File: src/rtl/misc_v_pkg.sv
`default_nettype none
// ============================================================================
// Package : misc_v_pkg
// Brief   : Shared widths and ALU opcode encodings for the operand stage.
// Rev     : 1.0  initial release
// ============================================================================
package misc_v_pkg;

   localparam int DATA_W     = 16;
   localparam int REG_ADDR_W = 3;
   localparam int IMM_W      = 6;

   localparam logic [2:0] OP_NOOP    = 3'd0;
   localparam logic [2:0] OP_ADD     = 3'd1;
   localparam logic [2:0] OP_SUB     = 3'd2;
   localparam logic [2:0] OP_OR      = 3'd3;
   localparam logic [2:0] OP_AND     = 3'd4;
   localparam logic [2:0] OP_ILLEGAL = 3'd5;
   localparam logic [2:0] OP_SHL     = 3'd6;
   localparam logic [2:0] OP_SHR     = 3'd7;

   // Only real ALU operations with a non-zero destination update the register file.
   function automatic logic op_writes(input logic [2:0] op, input logic rd_nonzero);
      return (op != OP_NOOP) && (op != OP_ILLEGAL) && rd_nonzero;
   endfunction

endpackage
`default_nettype wire

File: src/rtl/alu_hazard_unit.sv
`default_nettype none
// ============================================================================
// Module : alu_hazard_unit
// Brief  : Compares incoming sources against the two in-flight destinations
//          and produces the stall request and per-operand forward selects.
// Config : ALU_OPERAND_FWD_EN enables forwarding of S2 hits from ALU_RESULT.
// Rev    : 1.0  initial release
// ============================================================================
module alu_hazard_unit #(
   parameter int REG_ADDR_W = misc_v_pkg::REG_ADDR_W
) (
   input  logic [REG_ADDR_W-1:0] i_rs1_id,
   input  logic [REG_ADDR_W-1:0] i_rs2_id,
   input  logic                  i_use_imm,
   input  logic [REG_ADDR_W-1:0] i_s1_rd,
   input  logic                  i_s1_writes,
   input  logic [REG_ADDR_W-1:0] i_s2_rd,
   input  logic                  i_s2_writes,
   output logic                  o_hazard,
   output logic                  o_fwd_rs1,
   output logic                  o_fwd_rs2
);

   logic w_s1_live;
   logic w_s2_live;
   logic w_s1_rs1;
   logic w_s1_rs2;
   logic w_s2_rs1;
   logic w_s2_rs2;

   // Register 0 is hardwired zero, so a slot targeting it never holds a pending value.
   assign w_s1_live = i_s1_writes && (i_s1_rd != '0);
   assign w_s2_live = i_s2_writes && (i_s2_rd != '0);

   assign w_s1_rs1 = w_s1_live && (i_s1_rd == i_rs1_id);
   assign w_s1_rs2 = w_s1_live && !i_use_imm && (i_s1_rd == i_rs2_id);
   assign w_s2_rs1 = w_s2_live && (i_s2_rd == i_rs1_id);
   assign w_s2_rs2 = w_s2_live && !i_use_imm && (i_s2_rd == i_rs2_id);

`ifdef ALU_OPERAND_FWD_EN
   assign o_hazard  = w_s1_rs1 || w_s1_rs2;
   assign o_fwd_rs1 = w_s2_rs1;
   assign o_fwd_rs2 = w_s2_rs2;
`else
   // Without forwarding the op waits until the register file holds the result.
   assign o_hazard  = w_s1_rs1 || w_s1_rs2 || w_s2_rs1 || w_s2_rs2;
   assign o_fwd_rs1 = 1'b0;
   assign o_fwd_rs2 = 1'b0;
`endif

endmodule
`default_nettype wire

File: src/rtl/alu_operand_stage.sv
`default_nettype none
// ============================================================================
// Module : alu_operand_stage
// Brief  : Operand capture and issue stage ahead of the registered 16-bit ALU,
//          with RAW hazard bubbles and optional result forwarding.
// Config : define ALU_OPERAND_FWD_EN to forward ALU_RESULT on S2 hits.
// Rev    : 1.0  initial release
// ============================================================================
module alu_operand_stage #(
   parameter int DATA_W     = misc_v_pkg::DATA_W,
   parameter int REG_ADDR_W = misc_v_pkg::REG_ADDR_W,
   parameter int IMM_W      = misc_v_pkg::IMM_W
) (
   input  logic                  CLK,
   input  logic                  RST,
   input  logic                  IN_VALID,
   output logic                  IN_READY,
   input  logic [2:0]            IN_OP,
   input  logic [REG_ADDR_W-1:0] IN_RS1_ID,
   input  logic [REG_ADDR_W-1:0] IN_RS2_ID,
   input  logic [REG_ADDR_W-1:0] IN_RD_ID,
   input  logic [DATA_W-1:0]     IN_RS1_DATA,
   input  logic [DATA_W-1:0]     IN_RS2_DATA,
   input  logic [IMM_W-1:0]      IN_IMM,
   input  logic                  IN_USE_IMM,
   input  logic [DATA_W-1:0]     ALU_RESULT,
   output logic [DATA_W-1:0]     FIRST_OPERAND,
   output logic [DATA_W-1:0]     SECOND_OPERAND,
   output logic [2:0]            ALU_OP,
   output logic [REG_ADDR_W-1:0] OUT_RD_ID,
   output logic                  OUT_WRITES,
   output logic                  ILLEGAL_OP,
   output logic [15:0]           BUBBLE_COUNT
);
   import misc_v_pkg::*;

   logic [DATA_W-1:0]     r_first;
   logic [DATA_W-1:0]     r_second;
   logic [2:0]            r_alu_op;
   logic [REG_ADDR_W-1:0] r_s1_rd;
   logic                  r_s1_writes;
   logic [REG_ADDR_W-1:0] r_s2_rd;
   logic                  r_s2_writes;
   logic                  r_illegal;
   logic [15:0]           r_bubble_count;

   logic                  w_hazard;
   logic                  w_fwd_rs1;
   logic                  w_fwd_rs2;
   logic                  w_take;
   logic                  w_illegal;
   logic [2:0]            w_alu_op;
   logic                  w_writes;
   logic [DATA_W-1:0]     w_imm_ext;
   logic [DATA_W-1:0]     w_first;
   logic [DATA_W-1:0]     w_second;

   alu_hazard_unit #(
      .REG_ADDR_W (REG_ADDR_W)
   ) u_hazard (
      .i_rs1_id    (IN_RS1_ID),
      .i_rs2_id    (IN_RS2_ID),
      .i_use_imm   (IN_USE_IMM),
      .i_s1_rd     (r_s1_rd),
      .i_s1_writes (r_s1_writes),
      .i_s2_rd     (r_s2_rd),
      .i_s2_writes (r_s2_writes),
      .o_hazard    (w_hazard),
      .o_fwd_rs1   (w_fwd_rs1),
      .o_fwd_rs2   (w_fwd_rs2)
   );

   assign IN_READY  = !RST && !w_hazard;
   assign w_take    = IN_VALID && IN_READY;

   // Illegal opcodes still flow through, but as a non-writing noop.
   assign w_illegal = (IN_OP == OP_ILLEGAL);
   assign w_alu_op  = w_illegal ? OP_NOOP : IN_OP;
   assign w_writes  = op_writes(IN_OP, IN_RD_ID != '0);

   assign w_imm_ext = {{(DATA_W-IMM_W){IN_IMM[IMM_W-1]}}, IN_IMM};
   assign w_first   = w_fwd_rs1 ? ALU_RESULT : IN_RS1_DATA;
   assign w_second  = IN_USE_IMM ? w_imm_ext
                    : (w_fwd_rs2 ? ALU_RESULT : IN_RS2_DATA);

   always_ff @(posedge CLK) begin
      if (RST) begin
         r_first        <= '0;
         r_second       <= '0;
         r_alu_op       <= OP_NOOP;
         r_s1_rd        <= '0;
         r_s1_writes    <= 1'b0;
         r_s2_rd        <= '0;
         r_s2_writes    <= 1'b0;
         r_illegal      <= 1'b0;
         r_bubble_count <= '0;
      end else begin
         r_s2_rd     <= r_s1_rd;
         r_s2_writes <= r_s1_writes;
         if (w_take) begin
            r_first     <= w_first;
            r_second    <= w_second;
            r_alu_op    <= w_alu_op;
            r_s1_rd     <= IN_RD_ID;
            r_s1_writes <= w_writes;
            r_illegal   <= w_illegal;
         end else begin
            r_first     <= '0;
            r_second    <= '0;
            r_alu_op    <= OP_NOOP;
            r_s1_rd     <= '0;
            r_s1_writes <= 1'b0;
            r_illegal   <= 1'b0;
         end
         // Only stalls of a real offered op count as inserted bubbles.
         if (IN_VALID && w_hazard && (r_bubble_count != 16'hFFFF)) begin
            r_bubble_count <= r_bubble_count + 16'd1;
         end
      end
   end

   assign FIRST_OPERAND  = r_first;
   assign SECOND_OPERAND = r_second;
   assign ALU_OP         = r_alu_op;
   assign OUT_RD_ID      = r_s1_rd;
   assign OUT_WRITES     = r_s1_writes;
   assign ILLEGAL_OP     = r_illegal;
   assign BUBBLE_COUNT   = r_bubble_count;

endmodule
`default_nettype wire

File: config.mk
export PLATFORM = sky130hd
export DESIGN_NAME = alu_operand_stage
export DESIGN_NICKNAME = d
export VERILOG_FILES = /design/src/rtl/misc_v_pkg.sv /design/src/rtl/alu_hazard_unit.sv /design/src/rtl/alu_operand_stage.sv
export SDC_FILE = /design/constraint.sdc
export NUM_CORES = 1
export LEC_CHECK = 0
export CORE_UTILIZATION = 44
export DETAILED_ROUTE_END_ITERATION = 6
export GPL_TIMING_DRIVEN = 0
export PLACE_DENSITY_LB_ADDON = 0.2
export REMOVE_ABC_BUFFERS = 1
export SKIP_CTS_REPAIR_TIMING = 1
export SLEW_MARGIN = 0
export SYNTH_ARGS = -nofsm -noshare
export SYNTH_HDL_FRONTEND = slang
export SYNTH_HIERARCHICAL = 1
export SYNTH_SLANG_ARGS = --single-unit
File: constraint.sdc
create_clock -name CLK -period 8 [get_ports CLK]
set_input_delay 1.6 -clock CLK [delete_from_list [all_inputs] [get_ports CLK]]
set_output_delay 1.6 -clock CLK [all_outputs]
set_load 0.02 [all_outputs]
### Word level (Yosys, flattened, before mapping)

Index checks and enable logic that the tools add are counted.

* register bits: 60
* bits of input ports: 70
* output and inout port bits: 57
* word-level logic and storage cells: 45

* add/sub/neg operators: 1
* equality and inequality tests: 7
* multiplexer cells: 1
* bitwise operators: 1
* reductions and logical operators: 26

Operators with widths (number)
* adder 16 x 1 -> 16 bit (second input constant): 1
* 2-to-1 mux 16 bit: 1
* != test 16 bit (second input constant): 1
* logical AND 1 bit: 14
* equality test 3 bit: 4
* nonzero test 3 bit: 4
* equality test 3 bit (second input constant): 1
* zero test 1 bit: 3
* logical OR 1 bit: 3
* != test 3 bit (second input constant): 1
* OR reduction 3 bit: 1
* OR reduction 2 bit: 1
* inverter 1 bit: 1

### Depth between registers and ports, before layout

Gate-level depths: netlist of run 1.

* word-level depth: 12
* depth in mapped cells: 11

### By module

The synthesis of run 1 kept the hierarchy.

Modules (own cells, without submodules)
* alu_operand_stage: instances 1, cells an instance 245, area an instance 2394.8 um^2, seq. area each 1201.2 um^2
* alu_hazard_unit: instances 1, cells an instance 32, area an instance 224.0 um^2, seq. area each 0.0 um^2

### Worst setup path before layout of run 1

Ideal clock, no wire load.

* path type: input -> output
* start point: input port IN_RS1_ID[2]
* end point: output port IN_READY
* arrival time: 2.799 ns
* slack: 3.601 ns
* stages: 6
* path through: and2_2 > o21ai_0 > nand2_1 > a221oi_1 > o21ai_1 > nor2_1

* cells in the longest elaborated chain, start to end: 7
* elaborated cells on any way between the ends: 9

RTL lines
* start: declaration: line alu_operand_stage.sv:19 `input logic [REG_ADDR_W-1:0] IN_RS1_ID,`
* equality test 3 bit: line alu_hazard_unit.sv:35 `assign w_s1_rs1 = w_s1_live && (i_s1_rd == i_rs1_id);`
* logical AND 1 bit: line alu_hazard_unit.sv:35
* logical OR 1 bit: line alu_hazard_unit.sv:46 `assign o_hazard = w_s1_rs1 || w_s1_rs2 || w_s2_rs1 || w_s2_rs2;`
* logical OR 1 bit * (2 in series): line alu_hazard_unit.sv:46
* via w_hazard: line alu_operand_stage.sv:47 `logic w_hazard;`
* zero test 1 bit *: line alu_operand_stage.sv:73 `assign IN_READY = !RST && !w_hazard;`
* logical AND 1 bit *: line alu_operand_stage.sv:73
* end: declaration: line alu_operand_stage.sv:17 `output logic IN_READY,`

Mark *: on every way through the listed nets, which the timed path passes. The rest lies on a longest branch.

### Worst setup path after layout of run 1

Ends and elaborated chain as after synthesis.

==> results of run 1 <==
[synth_stat cells (all sizes together)]
master | instances | area share, %
nand2b | 1 | 0.24
nand2 | 11 | 1.6
ha | 1 | 0.48
a211o | 1 | 0.33
dfxtp | 60 | 46
nor3 | 2 | 0.38
and2 | 3 | 0.81
nand3 | 8 | 1.5
or4 | 7 | 2.0
xor2 | 4 | 1.3
nor2 | 32 | 4.6
nor4 | 1 | 0.48
nor2b | 5 | 1.2
o41ai | 2 | 1.4
conb | 1 | 0.14
and3 | 5 | 1.2
clkbuf | 9 | 1.3
mux2i | 33 | 13
o31ai | 7 | 2.0
inv | 6 | 0.86
o311ai | 1 | 0.33
or3b | 1 | 0.33
nand4 | 6 | 1.7
nor3b | 2 | 0.57
and4 | 2 | 0.67
a21oi | 32 | 6.3
a221oi | 1 | 0.33
xnor2 | 6 | 2.0
o21ai | 10 | 1.9
or3 | 6 | 1.7
mux2 | 1 | 0.57
buf | 7 | 2.4
a211oi | 3 | 0.86
[per-layer routing]
metal | share of wire, % | global-route usage (%) | vias up
met5 | 0 | 0 | -
li1 | - | - | 1228
met1 | 41 | 25.9 | 1142
met4 | 1.5 | 6.00 | 0
met2 | 49 | 39.5 | 102
met3 | 8.4 | 10.2 | 12
[flip-flops by register name, indices dropped and copies added, names as in the netlist]
| register | count |
|---|---|
| r_s2_writes | 1 |
| SECOND_OPERAND | 16 |
| ILLEGAL_OP | 1 |
| ALU_OP | 3 |
| FIRST_OPERAND | 16 |
| r_s2_rd | 3 |
| BUBBLE_COUNT | 16 |
| OUT_WRITES | 1 |
| OUT_RD_ID | 3 |
[cell type report]
type / instances / area, sq um
clock buffers: 13 / 159
clock inverters: 2 / 10.0
fillers: 456 / 1560
inverters: 6 / 22.5
multi-input cells: 196 / 1300
flip-flops and latches: 60 / 1200
well taps: 72 / 90.1
repair buffers: 126 / 1260
[cells by family after synthesis]
| group | Yosys count | share of synthesized area [%] |
|---|---|---|
| AOI/OAI and AO/OA | 57 | 13.4 |
| xor gates and xnor gates | 10 | 3.34 |
| adders and majority gates | 1 | 0.478 |
| buffers and inverters | 22 | 4.59 |
| DFF | 60 | 45.9 |
| muxes | 34 | 13.2 |
| other | 1 | 0.143 |
| and+or+nand+nor | 92 | 19.0 |
[worst paths after layout]
| kind | from | to | slack (ps) | cells after the start |
|---|---|---|---|---|
| max | IN_RS1_ID[2] | IN_READY | 2440 | 8 |
| min | BUBBLE_COUNT[7] | BUBBLE_COUNT[7] | 520 | 2 |
| max reg2reg | OUT_RD_ID[0] | BUBBLE_COUNT[15] | 5240 | 9 |
| min reg2reg | BUBBLE_COUNT[7] | BUBBLE_COUNT[7] | 520 | 2 |
[tightest hold or removal path, stage by stage (launching register included)]
cell and delay, ps:
dfxtp_1 340, o31ai_1 70, a21oi_1 50
[per-stage QoR]
step	std cells	util, %	total power [uW]	hold slack (ps)	setup slack (ps)
2_1_floorplan	262	-	363	565	3600
3_3_place_gp	460	69.1	428	491	2470
3_5_place_dp	460	69.1	430	503	2450
4_1_cts	475	72.1	665	514	2440
5_1_grt	475	72.1	685	547	2310
6_report	475	72.1	660	517	2440
[power by group]
group,leakage [uW],switching [uW],internal [uW]
Clock,0.0000893,108,127
Combinational,0.000969,48.9,62.2
Sequential,0.000489,4.61,309
==> impl_metrics.csv, run 1 <==
group,metric,value,unit
setup_path,cp.arrival,3960,ps
timing,hold_viol,0,
logic_synthesis,avgSynthCellArea,9.45,sq um
drt,drc,0,
timing,slew_violations,0,
global_routing,overflow,0,
setup_path,critPathKind,"primary input to output pin",
cells_and_area,design_area,4050,sq um
die,rows,27,
setup_path,crit_required,6400,ps
die,dieArea,6260,sq um
logic_synthesis,netlist_area,2620,sq um
timing,finalSetupTns,0,ps
placed_design,dpl.hpwl,5210,um
timing,fmax,0.180,GHz
global_routing,grt_antenna_before_repair,0,
timing,worst_pin_slew,1290,ps
power,p_per_area,163,nW/um^2
clocking,clock-sinks,60,
die,initial_utilization,46.7,%
die,num_io_pins,127,
setup_path,crit_top_cell,"clkdlybuf4s50_1",
cells_and_area,syn2layout_area_growth,54.5,%
timing,rsz0062_at_grt,"no",
setup_path,crit_family,"buffers and inverters",
global_routing,grtUsageTotal,23.0,%
power,total_leakage_power,0.00155,uW
placed_design,place.gp.congestion,0.793,
cells_and_area,n_antenna_cell,0,
cells_and_area,drive_gt1_share,6.45,%
clocking,cts.clk_slew.worst_paths,60,ps
global_routing,first_global_vias,2353,
timing,maxSlewHeadroom,13.3,%
setup_path,crit_path_max_fanout,6,
timing,setup_violations,0,
clocking,cts_buffers,9,
setup_path,end_kind,"output pin",
logic_synthesis,synthCells,277,
die,die_w,79.1,um
drt,vias_per_cell,5.23,
drt,post_drt_wl_per_cell,15.2,um
logic_synthesis,synth_seq_cells,60,
setup_path,critPathLaunchType,"primary input",
die,core_area,5610,sq um
hold_path,hp-class,"flip-flop to flip-flop",
setup_path,slowest_delay,680,ps
setup_path,crit_buf_inv,2,
placed_design,port_buffers,126,
drt,vias,2484,
drt,detail_route.first_pass.iterations,4,
global_routing,grt_max_degree,25,
setup_path,cp_cell_sequence,"clkdlybuf4s50_1 > and2_2 > o21ai_0 > nand2_1 > a221oi_1 > o21ai_1 > nor2_1 > clkdlybuf4s50_1",
drt,wl,7210,um
logic_synthesis,ys_seq_area_share,45.9,%
drt,drtAntennaViolNets,0,
flow_run,cap_violations,0,
timing,post-route-min-period,5560,ps
timing,fin_skew,9.06,ps
logic_synthesis,yosysWarnings,6,
logic_synthesis,ys_types,41,
timing,timing.final.crit_share,69.5,%
setup_path,critPathSlowestCell,"clkdlybuf4s50_1",
clocking,root_buffer,"clkbuf_8",
cells_and_area,mostFrequentLayoutCells,"clkdlybuf4s50_1 (126), dfxtp_1 (60), mux2i_1 (33)",
cells_and_area,final_common_cell,"clkdlybuf4s50_1",
power,vdd_drop_max,128,uV
die,die_height,79.1,um
clocking,cts_tree,"yes",
placed_design,place_area,3880,sq um
global_routing,grt_pass1_wl,11000,um
outcome,status,"completed",
cells_and_area,final_nets,470,
drt,drt_iter0_markers,110,
clocking,ctsHtreeMaxLevel,3,
clocking,worstSkewPairLatency,330,ps
clocking,clockBufferDepth,2,
No activity file was read; power rests on OpenSTA's default activity.
==> run 2: changes to the inputs <==
--- a/config.mk
+++ b/config.mk
@@ -5,7 +5,7 @@
 export SDC_FILE = /design/constraint.sdc
 export NUM_CORES = 1
 export LEC_CHECK = 0
-export CORE_UTILIZATION = 44
+export CORE_UTILIZATION = 41
 export DETAILED_ROUTE_END_ITERATION = 6
 export GPL_TIMING_DRIVEN = 0
 export PLACE_DENSITY_LB_ADDON = 0.2
==> constraint.sdc (replaced) <==
create_clock -name CLK -period 5.55 [get_ports CLK]
set_input_delay 1.11 -clock CLK [delete_from_list [all_inputs] [get_ports CLK]]
set_output_delay 1.11 -clock CLK [all_outputs]
set_load 0.02 [all_outputs]
==> impl_metrics.csv, run 2 (synthesis results as in run 1) <==
group,metric,value,unit
cells_and_area,design_area,4060,sq um
global_routing,grtUsageTotal,21.9,%
setup_path,critPathKind,"primary input to output pin",
hold_path,hold_start,"BUBBLE_COUNT[14]",
cells_and_area,final_common_cell,"clkdlybuf4s50_1",
setup_path,cp.arrival,3530,ps
clocking,worstSkewPairLatency,320,ps
cells_and_area,fill_cells,514,
power,total_leakage_power,0.00155,uW
power,vdd_drop_max,154,uV
die,die_w,81.9,um
drt,detail_route.first_pass.iterations,4,
clocking,clock-sinks,60,
clocking,clockBufferDepth,2,
timing,fmax,0.216,GHz
placed_design,port_buffers,126,
die,num_io_pins,127,
timing,finalSetupTns,0,ps
timing,hold_viol,0,
clocking,cts_buffers,9,
drt,drtAntennaViolNets,0,
timing,fin_skew,7.70,ps
die,initial_utilization,43.5,%
cells_and_area,syn2layout_area_growth,54.9,%
setup_path,critPathSlowestCell,"clkdlybuf4s50_1",
placed_design,pre_cts_slack,993,ps
die,rows,28,
drt,route.met2.wl,3440,um
setup_path,rr_endpoint,"BUBBLE_COUNT[15]",
setup_path,crit_top_cell,"clkdlybuf4s50_1",
die,dieArea,6710,sq um
power,fin_total_pwr,955,uW
setup_path,crit_path_max_fanout,6,
drt,wl,7150,um
timing,finalWorstSetupSlack,914,ps
placed_design,place.gp.congestion,0.793,
clocking,cts.clk_slew.worst_paths,60,ps
global_routing,grt_pass1_wl,10900,um
timing,rsz0062_at_grt,"no",
cells_and_area,final_nets,471,
hold_path,whs_path_depth,2,
drt,vias_per_cell,5.12,
cells_and_area,drive_gt1_share,6.68,%
die,die_height,81.9,um
clocking,root_buffer,"clkbuf_8",
drt,post_drt_wl_per_cell,14.9,um
drt,wl_met3,580,um
timing,timing.final.crit_share,83.5,%
setup_path,end_kind,"output pin",
setup_path,r2r_start,"OUT_RD_ID[0]",
die,core_area,6030,sq um
timing,maxSlewHeadroom,28.3,%
setup_path,r2r_cells,9,
clocking,ctsHtreeMaxLevel,3,
placed_design,dpl.hpwl,5180,um
outcome,status,"completed",
setup_path,slowest_delay,590,ps
clocking,cts_tree,"yes",
drt,drt_iter0_markers,70,
power,p_per_area,235,nW/um^2
timing,slew_violations,0,
hold_path,hp-class,"flip-flop to flip-flop",
placed_design,place_area,3880,sq um
timing,setup_violations,0,
hold_path,min_to,"BUBBLE_COUNT[14]",
drt,vias,2452,
setup_path,cp_cell_sequence,"clkdlybuf4s50_1 > or3b_1 > a211o_1 > a21oi_2 > a211oi_1 > o21ai_1 > nor2_1 > clkdlybuf4s50_1",
drt,maxUsedRoutingLayer,"met4",
drt,m1WireLength,3100,um
setup_path,rrSetupSlack,2670,ps
setup_path,critPathLaunchType,"primary input",
global_routing,grt_max_degree,25,
drt,drc,0,
cells_and_area,n_antenna_cell,0,
timing,post-route-min-period,4640,ps
flow_run,cap_violations,0,
global_routing,first_global_vias,2269,
global_routing,overflow,0,
setup_path,crit_required,4440,ps
cells_and_area,mostFrequentLayoutCells,"clkdlybuf4s50_1 (126), dfxtp_1 (60), mux2i_1 (33)",
global_routing,grt_antenna_before_repair,0,
timing,worst_pin_slew,1070,ps
## run 2: how the worst max path moves through the flow
stage | start | end | slack (ps) | cells past startpoint
after global placement | IN_RS2_ID[2] | IN_READY | 1020 | 8
final | IN_RS2_ID[2] | IN_READY | 910 | 8
after floorplan | IN_RS1_ID[2] | IN_READY | 2130 | 6
after detailed placement | IN_RS1_ID[2] | IN_READY | 990 | 8
after CTS | IN_RS2_ID[2] | IN_READY | 930 | 8
after global routing | IN_RS1_ID[2] | IN_READY | 710 | 8
## run 2: power by group
group	switching [uW]	internal, uW
clock	160	183
combinational	69.5	89.8
sequential	6.66	446
## run 2: layout make-up
class / instances / area (sq um) / share of cell area [%]
multi-input cells: 196 / 1300 / 32.1
flip-flops and latches: 60 / 1200 / 29.6
repair buffers: 127 / 1270 / 31.3
clock inverters: 2 / 10.0 / 0.247
well taps: 75 / 93.8 / 2.31
clock buffers: 13 / 159 / 3.92
inverters: 6 / 22.5 / 0.555
## run 2: critical path: cells and delay by family
kind,cells,cell delay (ps)
AOI/OAI and AO/OA,4,790
buffers and inverters,2,1100
and+or+nand+nor,2,510
## run 2: routing by layer
layer / vias up / global-route usage [%]
li1: 1229 / -
met1: 1132 / 27.5
met2: 87 / 33.7
met3: 4 / 9.89
met4: 0 / 6.14
met5: - / 0
## run 2: per-stage QoR
stage / util (%) / hold slack (ps) / std cells
2_1_floorplan: - / 565 / 262
3_3_place_gp: 64.4 / 491 / 463
3_5_place_dp: 64.4 / 519 / 463
4_1_cts: 67.2 / 530 / 478
5_1_grt: 67.3 / 548 / 479
6_report: 67.3 / 530 / 479
==> patch 1, RTL diff (settings of run 2) <==
Register the output `BUBBLE_COUNT` once more; this adds one clock of latency there. The other outputs are not delayed to match.
--- a/src/rtl/alu_operand_stage.sv
+++ b/src/rtl/alu_operand_stage.sv
@@ -126,5 +126,7 @@
    assign OUT_WRITES     = r_s1_writes;
    assign ILLEGAL_OP     = r_illegal;
-   assign BUBBLE_COUNT   = r_bubble_count;
+   always_ff @(posedge CLK) begin
+      BUBBLE_COUNT <= r_bubble_count;
+   end
 
 endmodule
Behaviour: not the same (Yosys sat finds a counterexample within 4 cycles, from zero or initial values and one cycle with RST high).
==> patch 1 against run 2 <==
- power rose by 23%
- first-iteration DRC count fell by 37%
- fmax fell by 0.91%
- critical path depth did not move
- sequential share of layout area rose by 4.6 points
- cell area rose by 9.6%
- largest cell class is now registers
- worst setup slack got worse by 0.042 ns
- largest power group unchanged
- synthesized area rose by 11%
- die area rose by 11%
- routed wire length rose by 1.1%
- clock power rose by 30%
- sequential cell count rose by 16
==> patch 1: results (changes against run 2) <==
GP Congestion - 0.806 (+1.7%)
GRT met2 Usage - 33.3% (-0.46 points)
Vias in the first global route - 2430 (+7.1%)
Most area-consuming cells after synthesis - dfxtp_1 (52%), mux2i_1 (12%), a21oi_1 (4.8%)
Area post-placement - 4240 µm² (+9.3%)
Met1 usage - 22.2% (-5.3 points)
Clock latency on the worst-skew pair - 0.34 ns (+0.02 ns)
Nets - 487 (+3.4%)
Worst-Margin Slew - 1.29 ns (+0.216 ns)
Mux cell area share after synthesis - 12.4% (-0.76 points)
Seq pwr share - 48.4% (+1.0 points)
GRT Overall Usage - 20.3% (-1.6 points)
FF-to-FF Start - OUT_RD_ID[2]
Post-synthesis compound-gate area fraction - 11.7% (-1.8 points)
Worst hold endpoint - BUBBLE_COUNT[11]
Worst vdd ir - 0.000138 V (-10%)
Pleak - 0.00170 µW (+9.4%)
Critical R2R Capture - r_bubble_count[15]
Seq/Total Area, Yosys - 52.1% (+6.3 points)
Dpl cells - 501 (+8.2%)
Setup Skew - 0.00721 ns (-0.000490 ns)
Synth top cells by count - dfxtp_1 (76), mux2i_1 (34), nor2_1 (34)
Comb power frac - 13.4% (-3.3 points)
CP arrival - 3.57 ns (+0.04 ns)
Internal - 899 µW (+25%)
R2R setup slack - 2.55 ns (-0.12 ns)
Register Area - 1520 µm² (+27%)
DR vias - 2551 (+4.0%)
Synth Area in Adders - 0.429% (-0.049 points)
Initial DRC count - 44 (-37%)
WHS Path Cells - 0 (-2)
# fillers - 583 (+13%)
Outcome - complete, no violations
DP Wirelength - 5290 µm (+2.1%)
Worst slack, placed - 0.873 ns (-0.121 ns)
-- patch 1: cell count changes in the layout (fill, tap and decap cells not counted), sizes merged, moves of 2 or more --
| cell | before | now |
|---|---|---|
| or4 | 7 | 4 |
| nor2 | 32 | 34 |
| clkbuf | 14 | 10 |
| and3 | 5 | 3 |
| a21oi | 32 | 29 |
| o31ai | 7 | 5 |
| dfxtp | 60 | 76 |
| bufinv | 0 | 2 |
| nor4 | 1 | 4 |
-- patch 1: routing by layer --
layer / vias up / wire length, µm
met5: - / 0
met4: 0 / 109
met3: 13 / 821
met2: 93 / 3390
met1: 1167 / 2900
li1: 1278 / -
-- patch 1: area by class of cell --
class	count	share of cell area, %
Sequential cell	76	34.2
Clock buffer	10	2.87
Multi-Input combinational cell	196	29.5
Tap cell	96	2.70
Inverter	7	0.591
Timing Repair Buffer	126	28.4
Clock inverter	5	1.75
-- patch 1: cell families (layout without fill, tap and decap cells) --
group           after synthesis  in the layout
xor+xnor                     11             11
simple gates                 92             92
fa+ha+maj                     1              1
compound gates               54             54
other cells                   1              2
flops                        76             76
mux                          36             36
buf+inv                      20            148
-- patch 1: worst max-delay path by stage --
stage | start | slack [ns] | endpoint
after floorplan | IN_RS1_ID[2] | 2.11 | IN_READY
after global placement | IN_RS2_ID[2] | 0.90 | IN_READY
after detailed placement | IN_RS2_ID[2] | 0.87 | IN_READY
after CTS | IN_RS2_ID[2] | 0.87 | IN_READY
after global routing | IN_RS1_ID[2] | 0.67 | IN_READY
final | IN_RS2_ID[2] | 0.87 | IN_READY
-- patch 1: worst max-delay path, cell delays in order --
cell and delay, ns:
clkdlybuf4s50_1 0.48, or3b_1 0.37, a211o_1 0.31, a21oi_2 0.20
a211oi_1 0.10, o21ai_1 0.24, nor2_1 0.14, clkdlybuf4s50_1 0.61
==> patch 2, RTL diff (config.mk and constraints of run 2) <==
Made on the original files. Build with the macro `ALU_OPERAND_FWD_EN` defined.
--- a/src/rtl/alu_hazard_unit.sv
+++ b/src/rtl/alu_hazard_unit.sv
@@ -7,4 +7,6 @@
 // Rev    : 1.0  initial release
 // ============================================================================
+`define ALU_OPERAND_FWD_EN
+
 module alu_hazard_unit #(
    parameter int REG_ADDR_W = misc_v_pkg::REG_ADDR_W
Behaviour: not the same (Yosys sat finds a counterexample within 4 cycles, from zero or initial values and one cycle with RST high).
==> patch 2 against run 2 <==
- count of clock-buffer cells in the layout down 2
- utilization up 0.75 points
- sequential share of layout area down 0.15 points
- worst setup slack better by 0.21 ns
- fmax up 4.9%
- final cell count down 1.0%
- synthesized area down 1.1%
- synthesized cell count down 2.2%
- cell area up 0.52%
- routed wire length about the same
- power up 6.9%
- clock power up 27%
- sequential cell count unchanged
- largest power group unchanged
==> patch 2: results (changes against run 2) <==
Outcome - complete, no violations
Met1 usage - 24.8% (-2.7 points)
# fillers - 487 (-5.3%)
DRT met1 WL - 2980 µm (-3.6%)
Pleak - 0.00141 µW (-9.2%)
Most area-consuming cells after synthesis - dfxtp_1 (46%), mux2i_1 (13%), a21oi_1 (6.0%)
Worst slack, placed - 1.15 ns (+0.155 ns)
Vias in the first global route - 2310 (+1.8%)
DP Wirelength - 5010 µm (-3.2%)
Setup Skew - 0.0137 ns (+0.00601 ns)
Area post-placement - 3860 µm² (-0.48%)
Worst-Margin Slew - 1.31 ns (+0.236 ns)
Synth top cells by count - dfxtp_1 (60), mux2i_1 (33), nor2_1 (32)
Worst vdd ir - 0.000161 V (+4.7%)
First-pass GRT wire length - 10700 µm (-1.7%)
Routed len/inst - 15.1 µm (+1.1%)
Nets - 465 (-1.3%)
Slowest cell delay on critical path - 0.64 ns (+0.05 ns)
Initial DRC count - 100 (+43%)
Post-synth cell types - 36 (-12%)
Met3 Usage GRT - 6.89% (-3.0 points)
GRT Overall Usage - 21.8% (-0.17 points)
CP arrival - 3.31 ns (-0.22 ns)
Met3 WL - 532 µm (-8.3%)
Clock latency on the worst-skew pair - 0.34 ns (+0.02 ns)
Met2 routed WL - 3470 µm (+0.90%)
Layout cells sized above 1 - 7.02% (+0.33 points)
## patch 2: changes by cell type after synthesis, moves of 2 or more
| cell | before | now |
|---|---|---|
| buf_4 | 3 | 1 |
| inv_1 | 6 | 4 |
| xnor2_1 | 6 | 8 |
| nor3b_1 | 2 | 0 |
## patch 2: layout make-up
class	count	share of cell area (%)
inverter	4	0.368
tap	75	2.30
sequential	60	29.5
clock buffer	11	3.47
clock inverter	5	1.84
timing repair buffer	126	30.9
multi-input combinational	193	31.6
## patch 2: path summary, 6_finish.rpt
check	endpoint	depth (start not counted)	start	slack [ns]
worst min-delay path	r_s2_writes	1	OUT_WRITES	0.48
worst min register to register	r_s2_writes	1	OUT_WRITES	0.48
worst max-delay path	IN_READY	5	IN_USE_IMM	1.13
worst max register to register	SECOND_OPERAND[4]	7	r_s2_rd[2]	2.84
## patch 2: power by group
group | leakage (µW) | switching (µW) | internal (µW)
sequential | 0.000490 | 5.65 | 444
clock | 0.000113 | 173 | 263
combinational | 0.000806 | 55.6 | 79.0
total | 0.00141 | 234 | 786
## patch 2: kinds of logic (layout without fill, tap and decap cells)
logic type               Yosys count  after routing  share of synthesized area (%)
XOR/XNOR                          12             12                           4.06
multiplexers                      34             34                           13.3
flip-flops                        60             60                           46.4
AND/OR/NAND/NOR                   92             92                           19.1
buffers and inverters             18            146                           3.77
AO/OA/AOI/OAI                     54             54                           12.9
adder cells (fa/ha/maj)            1              1                          0.483
## patch 2: per-stage QoR
stage / instances / total power (µW) / util, %
after floorplan: 257 / 504 / -
after global placement: 458 / 591 / 64.5
after detailed placement: 458 / 594 / 64.5
after CTS: 474 / 1030 / 68.1
after global routing: 474 / 1060 / 68.1
final: 474 / 1020 / 68.1
